===== config.mk =====
export PLATFORM = sky130hd
export DESIGN_NAME = en_fire_sched
export DESIGN_NICKNAME = d
export VERILOG_FILES = /design/src/rtl/enemy_pkg.sv /design/src/rtl/lfsr8.sv /design/src/rtl/en_fire_sched.sv
export SDC_FILE = /design/constraint.sdc
export NUM_CORES = 1
export LEC_CHECK = 0
export ABC_CLOCK_PERIOD_IN_PS = 6400
export CAP_MARGIN = 40
export CORE_MARGIN = 2
export CORE_UTILIZATION = 55
export DETAILED_ROUTE_END_ITERATION = 10
export PLACE_DENSITY = 0.77
export SLEW_MARGIN = 5
export SYNTH_ARGS = -nofsm -noshare
export SYNTH_HDL_FRONTEND = slang
export SYNTH_SLANG_ARGS = --single-unit

===== constraint.sdc =====
create_clock -name pclk -period 6.4 [get_ports pclk]
set_clock_uncertainty 0.1 [all_clocks]
set_input_delay 1.28 -clock pclk [delete_from_list [all_inputs] [get_ports pclk]]
set_output_delay 1.28 -clock pclk [all_outputs]
set_load 0.05 [all_outputs]

===== src/rtl/enemy_pkg.sv =====
// Shared enemy-side types and constants.
// Used by the fire scheduler and the level/HUD logic.
package enemy_pkg;

  typedef enum logic [1:0] {
    COOL,
    SEARCH,
    GRANT,
    WAIT
  } state_t;

  localparam logic [7:0] LFSR_SEED = 8'hA5;
  // taps 8,6,5,4 -> bits 7,5,4,3
  localparam logic [7:0] LFSR_TAPS = 8'hB8;
  localparam logic [2:0] MAX_LEVEL = 3'd7;

  function automatic logic [4:0] popcount16(
    input logic [15:0] v
  );
    logic [4:0] c;
    c = '0;
    for (int i = 0; i < 16; i++) begin
      c = c + {4'd0, v[i]};
    end
    return c;
  endfunction

endpackage


===== src/rtl/lfsr8.sv =====
// 8-bit Fibonacci LFSR, advances when en is high.
// Feeds the cooldown jitter of the fire scheduler.
import enemy_pkg::*;

module lfsr8 (
  input  logic       clk,
  input  logic       rst,
  input  logic       en,
  output logic [7:0] q
);

  logic [7:0] r_q;

  // shift left, feedback is the parity of the tapped bits
  always_ff @(posedge clk or posedge rst) begin
    if (rst) begin
      r_q <= LFSR_SEED;
    end else if (en) begin
      r_q <= {r_q[6:0], ^(r_q & LFSR_TAPS)};
    end
  end

  assign q = r_q;

endmodule


===== src/rtl/en_fire_sched.sv =====
// Enemy fire scheduler: one round-robin missile grant
// per cooldown window, capped by missiles in flight.
import enemy_pkg::*;

module en_fire_sched #(
  parameter int N             = 4,
  parameter int BASE_COOLDOWN = 60,
  parameter int STEP          = 6,
  parameter int MIN_COOLDOWN  = 12,
  parameter int MAX_INFLIGHT  = 2,
  parameter int JITTER        = 1,
  localparam int W            = $clog2(N)
) (
  input  logic         pclk,
  input  logic         rst,
  input  logic         frame_tick,
  input  logic         level_change,
  input  logic [N-1:0] alive,
  input  logic [N-1:0] busy,
  output logic [N-1:0] fire_grant,
  output logic [W-1:0] grant_idx,
  output logic [2:0]   level,
  output logic         all_dead
);

  state_t       r_state;
  logic [7:0]   r_cnt;
  logic [W-1:0] r_ptr;
  logic [W-1:0] r_scan;
  logic [W-1:0] r_scanned;
  logic [2:0]   r_level;
  logic [N-1:0] r_fire;
  logic [W-1:0] r_gidx;
  logic         r_all_dead;

  logic [7:0]   w_lfsr;
  logic [4:0]   w_busy_cnt;
  logic         w_elig;
  logic [W-1:0] w_scan_nx;
  logic [N-1:0] w_onehot;
  logic [2:0]   w_lvl_next;

  lfsr8 u_lfsr (
    .clk (pclk),
    .rst (rst),
    .en  (frame_tick),
    .q   (w_lfsr)
  );

  // floor applied in 9 bits so a large step*level
  // underflows to the floor instead of wrapping
  function automatic logic [7:0] f_cool(
    input logic [2:0] lvl,
    input logic [7:0] rnd
  );
    logic [7:0] step_lvl;
    logic [8:0] raw;
    logic [7:0] base;
    step_lvl = 8'(STEP * int'(lvl));
    raw = {1'b0, 8'(BASE_COOLDOWN)} - {1'b0, step_lvl};
    if (raw[8] || raw < 9'(MIN_COOLDOWN)) begin
      base = 8'(MIN_COOLDOWN);
    end else begin
      base = raw[7:0];
    end
    if (JITTER != 0) begin
      base = base + {6'd0, rnd[1:0]};
    end
    return base;
  endfunction

  assign w_busy_cnt = popcount16(16'(busy));
  assign w_elig     = alive[r_scan] & ~busy[r_scan]
                    & (w_busy_cnt < 5'(MAX_INFLIGHT));
  assign w_scan_nx  = (r_scan == W'(N - 1)) ? '0
                    : r_scan + 1'b1;
  assign w_onehot   = {{(N-1){1'b0}}, 1'b1} << r_scan;
  assign w_lvl_next = (r_level < MAX_LEVEL) ? r_level + 3'd1
                    : r_level;

  // scheduler FSM; level_change overrides every state
  always_ff @(posedge pclk or posedge rst) begin
    if (rst) begin
      r_state   <= COOL;
      r_cnt     <= 8'(BASE_COOLDOWN);
      r_ptr     <= '0;
      r_scan    <= '0;
      r_scanned <= '0;
      r_level   <= '0;
      r_fire    <= '0;
      r_gidx    <= '0;
    end else begin
      r_fire <= '0;
      if (level_change) begin
        r_level <= w_lvl_next;
        r_ptr   <= '0;
        r_cnt   <= f_cool(w_lvl_next, w_lfsr);
        r_state <= COOL;
      end else begin
        unique case (r_state)
          COOL: begin
            if (frame_tick) begin
              if (r_cnt == 8'd1) begin
                r_state   <= SEARCH;
                r_scan    <= r_ptr;
                r_scanned <= '0;
              end else begin
                r_cnt <= r_cnt - 8'd1;
              end
            end
          end
          SEARCH: begin
            if (w_elig) begin
              r_state <= GRANT;
              r_fire  <= w_onehot;
              r_gidx  <= r_scan;
              r_ptr   <= w_scan_nx;
            end else if (r_scanned == W'(N - 1)) begin
              r_state <= WAIT;
            end else begin
              r_scan    <= w_scan_nx;
              r_scanned <= r_scanned + 1'b1;
            end
          end
          GRANT: begin
            r_cnt   <= f_cool(r_level, w_lfsr);
            r_state <= COOL;
          end
          WAIT: begin
            if (frame_tick) begin
              r_state   <= SEARCH;
              r_scan    <= r_ptr;
              r_scanned <= '0;
            end
          end
          default: r_state <= COOL;
        endcase
      end
    end
  end

  // registered all-dead flag
  always_ff @(posedge pclk or posedge rst) begin
    if (rst) begin
      r_all_dead <= 1'b0;
    end else begin
      r_all_dead <= ~|alive;
    end
  end

  assign fire_grant = r_fire;
  assign grant_idx  = r_gidx;
  assign level      = r_level;
  assign all_dead   = r_all_dead;

endmodule


# After elaboration in Yosys (flattened, before gate mapping)
# Cells that the tools add are included.
# word_totals
ff_bits	34
input_bits	12
output_inout_bits	10
# classes
n_addsub	11
n_mul	2
magnitude_cmp	5
eq_ne	16
n_shift	1
n_mux	40
n_bitwise	4
n_reduce_logical	15
# ops
op	n
$mux W8	8
$mux W2	20
$lt A9 B4 Y1 const B	2
$add A8 B2 Y8	2
$pmux W8 S2	1
$sub A6 B6 Y7 const A	2
$mux W4	3
$ne A3 B3 Y1 const B	4
$pmux W2 S3	2
$mul A2 B3 Y5 const A	2
$ne A2 B2 Y1 const B	5
$eq A2 B2 Y1 const B	4
$eq A8 B1 Y1 const B	1
$pmux W2 S4	1
$reduce_xor A8 Y1	1
$sub A8 B1 Y8 const B	1
$reduce_and A7 Y1	1
$reduce_and A3 Y1	2
$reduce_bool A3 Y1	2
$add A2 B1 Y2 const B	2
$add A3 B1 Y4	1
$bmux W1 S2	2
$lt A4 B2 Y1 const B	1
$ne A4 B4 Y1 const B	1
18 further kinds	23

# Longest topological paths before layout
# Gate-level depths: netlist of the first run.
# depth
word_depth	10
mapped_depth	12

# Modules after synthesis
# A second synthesis of the first run with hierarchy kept.
# hier_totals
cells_unflattened	284
area_unflattened_um2	2677.6
# by_module_without_submodules
mod	n_inst	cells_per_inst	area_per_inst_um2
en_fire_sched	1	262	2349.8
lfsr8	1	22	327.8

# Worst setup path before layout of the first run
# OpenSTA, ideal clock, no wires.
# synth_timing
path_kind	flip-flop to flip-flop
start	register r_level[1] (netlist: level[1])
end	register r_cnt[3]
arrival_time_ns	3.382
required_time_ns	6.241
slack_ns	2.858
stages_incl_launch_ff	12
path_buffers	0
period_less_slack_ns	3.542
cell_sequence	dfrtp_1 -> ha_1 -> fa_1 -> and3b_1 -> mux2i_1 -> a21oi_1 -> or2_1 -> ha_1 -> and3_2 -> a22o_2 -> nor3_1 -> a21o_1
# synth_between
elab_chain_cells	10
word_cells_on_any_way	20
cone_classes	5 x add/sub; 2 x mul; 3 x order compare; 8 x mux; 2 x reduce/logical
# synth_rtl
item	line	source
start, declared	en_fire_sched.sv:31	logic [2:0] r_level;
start signal, assigned	en_fire_sched.sv:95	r_level <= w_lvl_next;
$add A3 B1 Y3, or another cell as far along	en_fire_sched.sv:78	assign w_lvl_next = (r_level < MAX_LEVEL) ? r_level + 3'd1
$mux W3 or $sub A6 B6 Y7 (tied branches)	en_fire_sched.sv:78, en_fire_sched.sv:60	
$mul A2 B3 Y5 or $lt A9 B4 Y1 (tied branches)	en_fire_sched.sv:59, en_fire_sched.sv:61	
$sub A6 B6 Y7 or $logic_or A1 B1 Y1 (tied branches)	en_fire_sched.sv:60, en_fire_sched.sv:61	
$lt A9 B4 Y1 or $mux W8 (tied branches)	en_fire_sched.sv:61	if (raw[8] || raw < 9'(MIN_COOLDOWN)) begin
$logic_or A1 B1 Y1 or $mux W8 (tied branches)	en_fire_sched.sv:61, en_fire_sched.sv:100	
$mux W8, on equally long branches	en_fire_sched.sv:61, en_fire_sched.sv:94	
$mux W8 or $add A8 B2 Y8 (tied branches)	en_fire_sched.sv:94, en_fire_sched.sv:67	
$add A8 B2 Y8 or $pmux W8 S2 (tied branches)	en_fire_sched.sv:67, en_fire_sched.sv:100	
$mux W8 (*)	en_fire_sched.sv:94	if (level_change) begin
end signal, assigned	en_fire_sched.sv:85	r_cnt <= 8'(BASE_COOLDOWN);
end signal, assigned	en_fire_sched.sv:97	r_cnt <= f_cool(w_lvl_next, w_lfsr);
end signal, assigned	en_fire_sched.sv:108	r_cnt <= r_cnt - 8'd1;
end, declared	en_fire_sched.sv:27	logic [7:0] r_cnt;
# Every way passes the cells marked *; elsewhere a longest branch is shown, timed or not. The select of a mux whose other input is x is not followed.
# A chain may end at the register's enable or synchronous reset.

# Final worst setup path of the first run
# layout_timing
start	register r_level[0] (netlist: level[0])
end	register r_cnt[3]
# The elaborated chain is that of the path after synthesis.

==> results of run 1 <==
-- registers in the layout (all words and copies together) (netlist names) --
name	flops
r_scan	2
r_cnt	8
r_scanned	2
r_ptr	2
grant_idx	2
u_lfsr.q	8
all_dead	1
r_state	2
fire_grant	4
level	3
-- power groups by stage --
stage | Clock (mW) | Sequential, mW | Combinational [mW]
after global placement | 0 | 0.408 | 0.983
after detailed placement | 0 | 0.411 | 1.00
after CTS | 0.241 | 0.408 | 1.01
after global routing | 0.251 | 0.422 | 1.13
final | 0.239 | 0.406 | 1.01
after floorplan | 0 | 0.418 | 0.800
-- layer usage --
metal / global-route usage, % / vias to the layer above
met5: 0 / -
met4: 3.77 / 0
met3: 5.56 / 6
met2: 32.2 / 23
met1: 28.1 / 857
li1: - / 917
-- stage by stage --
step / util (%) / setup WS (ns) / power, mW
finish: 65.3 / 2.80 / 1.66
global placement: 62.1 / 2.87 / 1.39
global route: 65.3 / 2.55 / 1.80
floorplan: - / 2.86 / 1.22
detailed placement: 62.1 / 2.82 / 1.41
CTS: 65.3 / 2.82 / 1.66
-- path summary, 6_finish.rpt --
check / depth (start not counted) / end / startpoint / slack (ns)
setup / recovery: 11 / r_cnt[3] / level[0] / 2.80
min in group asynchronous: 3 / all_dead / rst / 1.28
setup reg to reg: 11 / r_cnt[3] / level[0] / 2.80
hold / removal: 1 / grant_idx[0] / grant_idx[0] / 0.39
hold reg to reg: 1 / grant_idx[0] / grant_idx[0] / 0.39
max in group asynchronous: 3 / r_cnt[3] / rst / 4.58
-- synth_stat cells (5+ instances only) --
library cell and n:
dfrtp_1 26, nand3_1 6, xor2_1 5, dfstp_2 8
nor3_1 7, nand2_1 10, a21oi_1 12, mux2i_1 10
nand2b_1 6, nor2_1 18, ha_1 23, xnor2_1 9
inv_1 15, mux2_2 10
-- area by class of cell --
type                       instances  area (sq um)
tap                               52          65.1
multi-input combinational        187          1500
sequential                        34           861
inverter                          15          56.3
clock inverter                     3          68.8
clock buffer                       5          68.8
timing repair buffer              22           218
fill                             376          1510
-- cell families after synthesis --
logic type / after synthesis
buf+inv: 22
fa+ha+maj: 25
flops: 34
compound gates: 46
simple gates: 78
xor+xnor: 16
mux: 22
==> summary.md, run 1 <==
| Metric | Value |
|---|---|
| IO Pins | 22 |
| Worst Hold Class | flip-flop to flip-flop |
| Pwr dens | 583 nW/um^2 |
| DIE AREA | 5050 sq um |
| Clk buf depth | 2 |
| CP endpoint kind | flip-flop |
| DIE HEIGHT | 71.1 um |
| Pin count of the biggest net entering global routing | 35 |
| Routability congestion estimate | 0.831 |
| Setup-failing EPs final | 0 |
| Synth top area share | 26.3% |
| # clock sinks | 34 |
| Clk pwr share | 14.4% |
| TritonRoute pass-1 iters | 4 |
| Antenna violations before repair | 0 |
| Crit-path most repeated cell | ha_1 |
| Ys flop type | dfrtp_1 |
| DR vias/cell | 5.67 |
| Critical Path AT | 3.74 ns |
| Yosys warning count | 0 |
| CP max stage delay | 0.52 ns |
| Synthesized flop and latch total | 34 |
| Net Sw Power | 0.714 mW |
| Sw Share | 43.1% |
| DR top layer | met4 |
| Rel. slew slack | 44.1% |
| Metal-1 WL | 2300 um |
| # DRC | 0 |
| Max-slew violation count | 0 |
| Placed cells | 310 |
| Mux share of post-synthesis cell area | 9.50% |
| Fraction of layout cells with a size suffix above 1 | 13.5% |
| Unrepaired setup endpoints after global routing | false |
| Most frequent cells in the layout | dfrtp_1, ha_1, clkdlybuf4s50_1 |
| Largest family of logic cells by synthesized area | simple AND/OR/NAND/NOR gates |
| Drt wl/cell | 14.7 um |
| Sequential Power Share | 24.5% |
| DPL Wire Length | 3520 um |
| NumNets Final | 302 |
| Area grow syn2layout | 14.8% |
| Peak supply drop | 0.446 mV |
| Post-Synth Simple-Gate Area | 18.0% |
| Cell area after layout | 2840 sq um |
| Post-CTS Setup Inserts | 0 |
| Static leakage | 1.25 nW |
| Synthesized area | 2480 sq um |
| Seq/Total Area, Yosys | 34.8% |
| Hold Fails Final Rpt | 0 |
| Leading cell type in the layout, fill and taps excluded | dfrtp_1 |
| Post-synthesis cell count | 243 |
| Area leader, netlist | dfrtp_1 |
| Total wire length | 4690 um |
| Syn Nets | 280 |
| Hold Buf Count CTS | 0 |
| Clock-pin slew on the worst setup and hold paths | 0.07 ns |
| Crit-path slowest cell | dfrtp_1 |
| Status | complete, no violations |
| Initial DRC count | 70 |
| Asr flop ratio synth | 100% |
| Die Wd | 71.1 um |
| Post-CTS sizing | 0 |
| Tightest Pin Transition | 0.836 ns |
| First-pass GRT wire length | 8100 um |
| CTS tree | done |
| Port bufs | 21 |
| Delay-heaviest family, CP | adder cells |
| Hold Worst Slack | 0.395 ns |
| CTS buffer count | 5 |
| GR Overflow Total | 0 |
| Final ANT Viol Nets | 0 |
| Vias in the first global route | 1,784 |
| CTS H-tree depth | 2 |
| Met2 wire length | 2180 um |
| Non-Filler Instances | 318 |
| Via count | 1,803 |
| WP data required | 6.54 ns |
| Root buffer cell | clkbuf_8 |
| Worst path bufs/invs | 0 |
| Setup TNS | 0 ns |
| Synth Area in XOR/XNOR | 7.02% |
| Synth Area in Compound Gates | 13.0% |
| Top cells by area, synth | dfrtp_1, ha_1, dfstp_2 |
| Initial core utilization | 56.9% |
| Fmax | 0.278 GHz |
| Post-synth EDFFs | 0 |
| Period minus WS final | 3.60 ns |
| Post-synthesis adder-cell area fraction | 13.2% |
| Diodes inserted | 0 |
| Setup CP Type | flip-flop to flip-flop |
| Synth Area per Inst | 10.2 sq um |
| Setup crit start kind | flip-flop |
| Max-Cap Viols | 0 |
| Final period utilization | 56.3% |
| Critical-path cell list | ha_1 > fa_1 > xor2_1 > mux2i_1 > a21oi_1 > or2_1 > ha_1 > and3_2 > a22o_2 > nor3_1 > a21o_1 |
| Worst-Skew Late Latency | 0.29 ns |
| Synth unique cells | 59 |
| Site row count | 24 |
| Internal power | 0.942 mW |
| Met3 WL | 164 um |
| CP Max Fanout | 12 |
| Core area | 4350 sq um |
| Combinational Power Share | 61.1% |
| DP Area | 2700 sq um |
| Overall global routing resource usage | 20.2% |
(Power assumes the default switching activity.)
==> run 2, diff against run 1 <==
- ABC_CLOCK_PERIOD_IN_PS: 6400 -> 3500
- clock period: 6.4 -> 3.5 ns (I/O delays scaled with it)
==> summary.md, run 2 (same netlist as run 1, synthesis figures left out) <==
| Metric | Value |
|---|---|
| Status | complete, no violations |
| Core area | 4350 sq um |
| Max-Cap Viols | 0 |
| Clk buf depth | 2 |
| Initial DRC count | 92 |
| Routability congestion estimate | 0.880 |
| Crit-path slowest cell | fa_1 |
| CP endpoint kind | flip-flop |
| Peak supply drop | 0.854 mV |
| Setup CP Type | flip-flop to flip-flop |
| # DRC | 0 |
| Crit Reg-Reg Startpoint | level[1] |
| CTS buffer count | 5 |
| Setup-failing EPs final | 0 |
| Hold Worst Slack | 0.387 ns |
| Via count | 1,870 |
| First-pass GRT wire length | 8670 um |
| Worst Hold Class | flip-flop to flip-flop |
| Critical-path cell list | ha_1 > fa_1 > xnor2_1 > nor2b_1 > o21a_1 > o21a_1 > ha_1 > ha_1 > and3_2 > a22o_2 > nor3_1 > a21o_1 |
| Initial core utilization | 56.9% |
| Leading cell type in the layout, fill and taps excluded | dfrtp_1 |
| Die Wd | 71.1 um |
| DR vias/cell | 5.81 |
| Fmax | 0.303 GHz |
| Hold Crit Depth | 1 |
| Fillcell total | 351 |
| Overall global routing resource usage | 21.7% |
| Unrepaired setup endpoints after global routing | false |
| IO Pins | 22 |
| Fraction of layout cells with a size suffix above 1 | 14.8% |
| Setup crit start kind | flip-flop |
| Setup TNS | 0 ns |
| WP data required | 3.64 ns |
| TritonRoute pass-1 iters | 4 |
| Vias in the first global route | 1,891 |
| Port bufs | 21 |
| Antenna violations before repair | 0 |
| DIE AREA | 5050 sq um |
| Pin count of the biggest net entering global routing | 35 |
| Area grow syn2layout | 15.2% |
| Final period utilization | 94.2% |
| Max-slew violation count | 0 |
| Post-CTS Setup Inserts | 0 |
| # clock sinks | 34 |
| Hold Fails Final Rpt | 0 |
| Static leakage | 1.25 nW |
| Pwr dens | 1050 nW/um^2 |
| CP Max Fanout | 10 |
| Root buffer cell | clkbuf_8 |
| R2R setup slack | 0.20 ns |
| Min-delay src | grant_idx[1] |
| Post-CTS sizing | 0 |
| Period minus WS final | 3.30 ns |
| CP max stage delay | 0.50 ns |
| Worst path bufs/invs | 0 |
| Diodes inserted | 0 |
| Most frequent cells in the layout | dfrtp_1, ha_1, clkdlybuf4s50_1 |
| Depth of the worst register-to-register path | 12 |
| GR Overflow Total | 0 |
| Delay-heaviest family, CP | adder cells |
| Drt wl/cell | 15.1 um |
| Total wire length | 4870 um |
| Clock-pin slew on the worst setup and hold paths | 0.07 ns |
| DIE HEIGHT | 71.1 um |
| Rel. slew slack | 44.6% |
| NumNets Final | 306 |
| Site row count | 24 |
| CTS H-tree depth | 2 |
| Tightest Pin Transition | 0.820 ns |
| DPL Wire Length | 3610 um |
| Final ANT Viol Nets | 0 |
| Reg-to-Reg End | r_cnt[3] |
| CTS tree | done |
| Crit-path most repeated cell | ha_1 |
| Hold EP | grant_idx[1] |
| Critical Path AT | 3.43 ns |
| Worst-Skew Late Latency | 0.29 ns |
| Hold Buf Count CTS | 0 |
-- run 2: cell types whose count changed in the layout (fill, tap and decap cells not counted) --
cell,delta
clkbuf_1,+1
bufinv_16,-1
clkbuf_8,+1
dfrtp_2,+1
dfrtp_1,-1
clkinv_4,-1
buf_4,+4
-- run 2: stage by stage --
stage               util (%)  worst slack (ns)  instances  power [mW]  cell area, sq um
CTS                     65.5             0.189        322        3.02              2850
detailed placement      62.8             0.202        314        2.63              2740
finish                  65.5             0.203        322        3.00              2850
global route            65.5            0.0418        322        3.28              2850
global placement        62.8             0.294        314        2.58              2740
floorplan                  -             0.126        243        2.23              2480
-- run 2: cell type report --
cell class                      instances  area [sq um]  share of cell area (%)
Clock buffer                            7          86.3                    3.03
Clock inverter                          1          30.0                    1.05
Inverter                               15          56.3                    1.97
Multi-Input combinational cell        187          1500                    52.7
Sequential cell                        34           862                    30.2
Tap cell                               52          65.1                    2.28
Timing Repair Buffer                   26           248                    8.69
-- run 2: power by group --
| group | switching, mW | internal (mW) | total [mW] | leakage, nW |
|---|---|---|---|---|
| Sequential | 0.162 | 0.565 | 0.727 | 0.415 |
| Combinational | 0.990 | 0.905 | 1.90 | 0.781 |
| Clock | 0.145 | 0.232 | 0.377 | 0.0585 |
| Total | 1.30 | 1.70 | 3.00 | 1.25 |
-- run 2: worst max path at each step --
stage	start	endpoint	slack [ns]	cells past startpoint
final	level[1]	r_cnt[3]	0.20	12
after global placement	level[1]	r_cnt[3]	0.29	12
after floorplan	level[0]	r_cnt[3]	0.13	11
after detailed placement	level[1]	r_cnt[3]	0.20	12
after CTS	level[1]	r_cnt[3]	0.19	12
after global routing	level[1]	r_cnt[3]	0.04	12
-- run 2: per-layer routing --
metal / part of all wire [%] / routed length [um] / up-vias / track usage [%]
met5: 0 / 0 / - / 0
met4: 1.5 / 74 / 0 / 7.97
met3: 3.6 / 175 / 8 / 4.13
met2: 49 / 2360 / 34 / 36.0
met1: 46 / 2250 / 910 / 28.3
li1: - / - / 918 / -
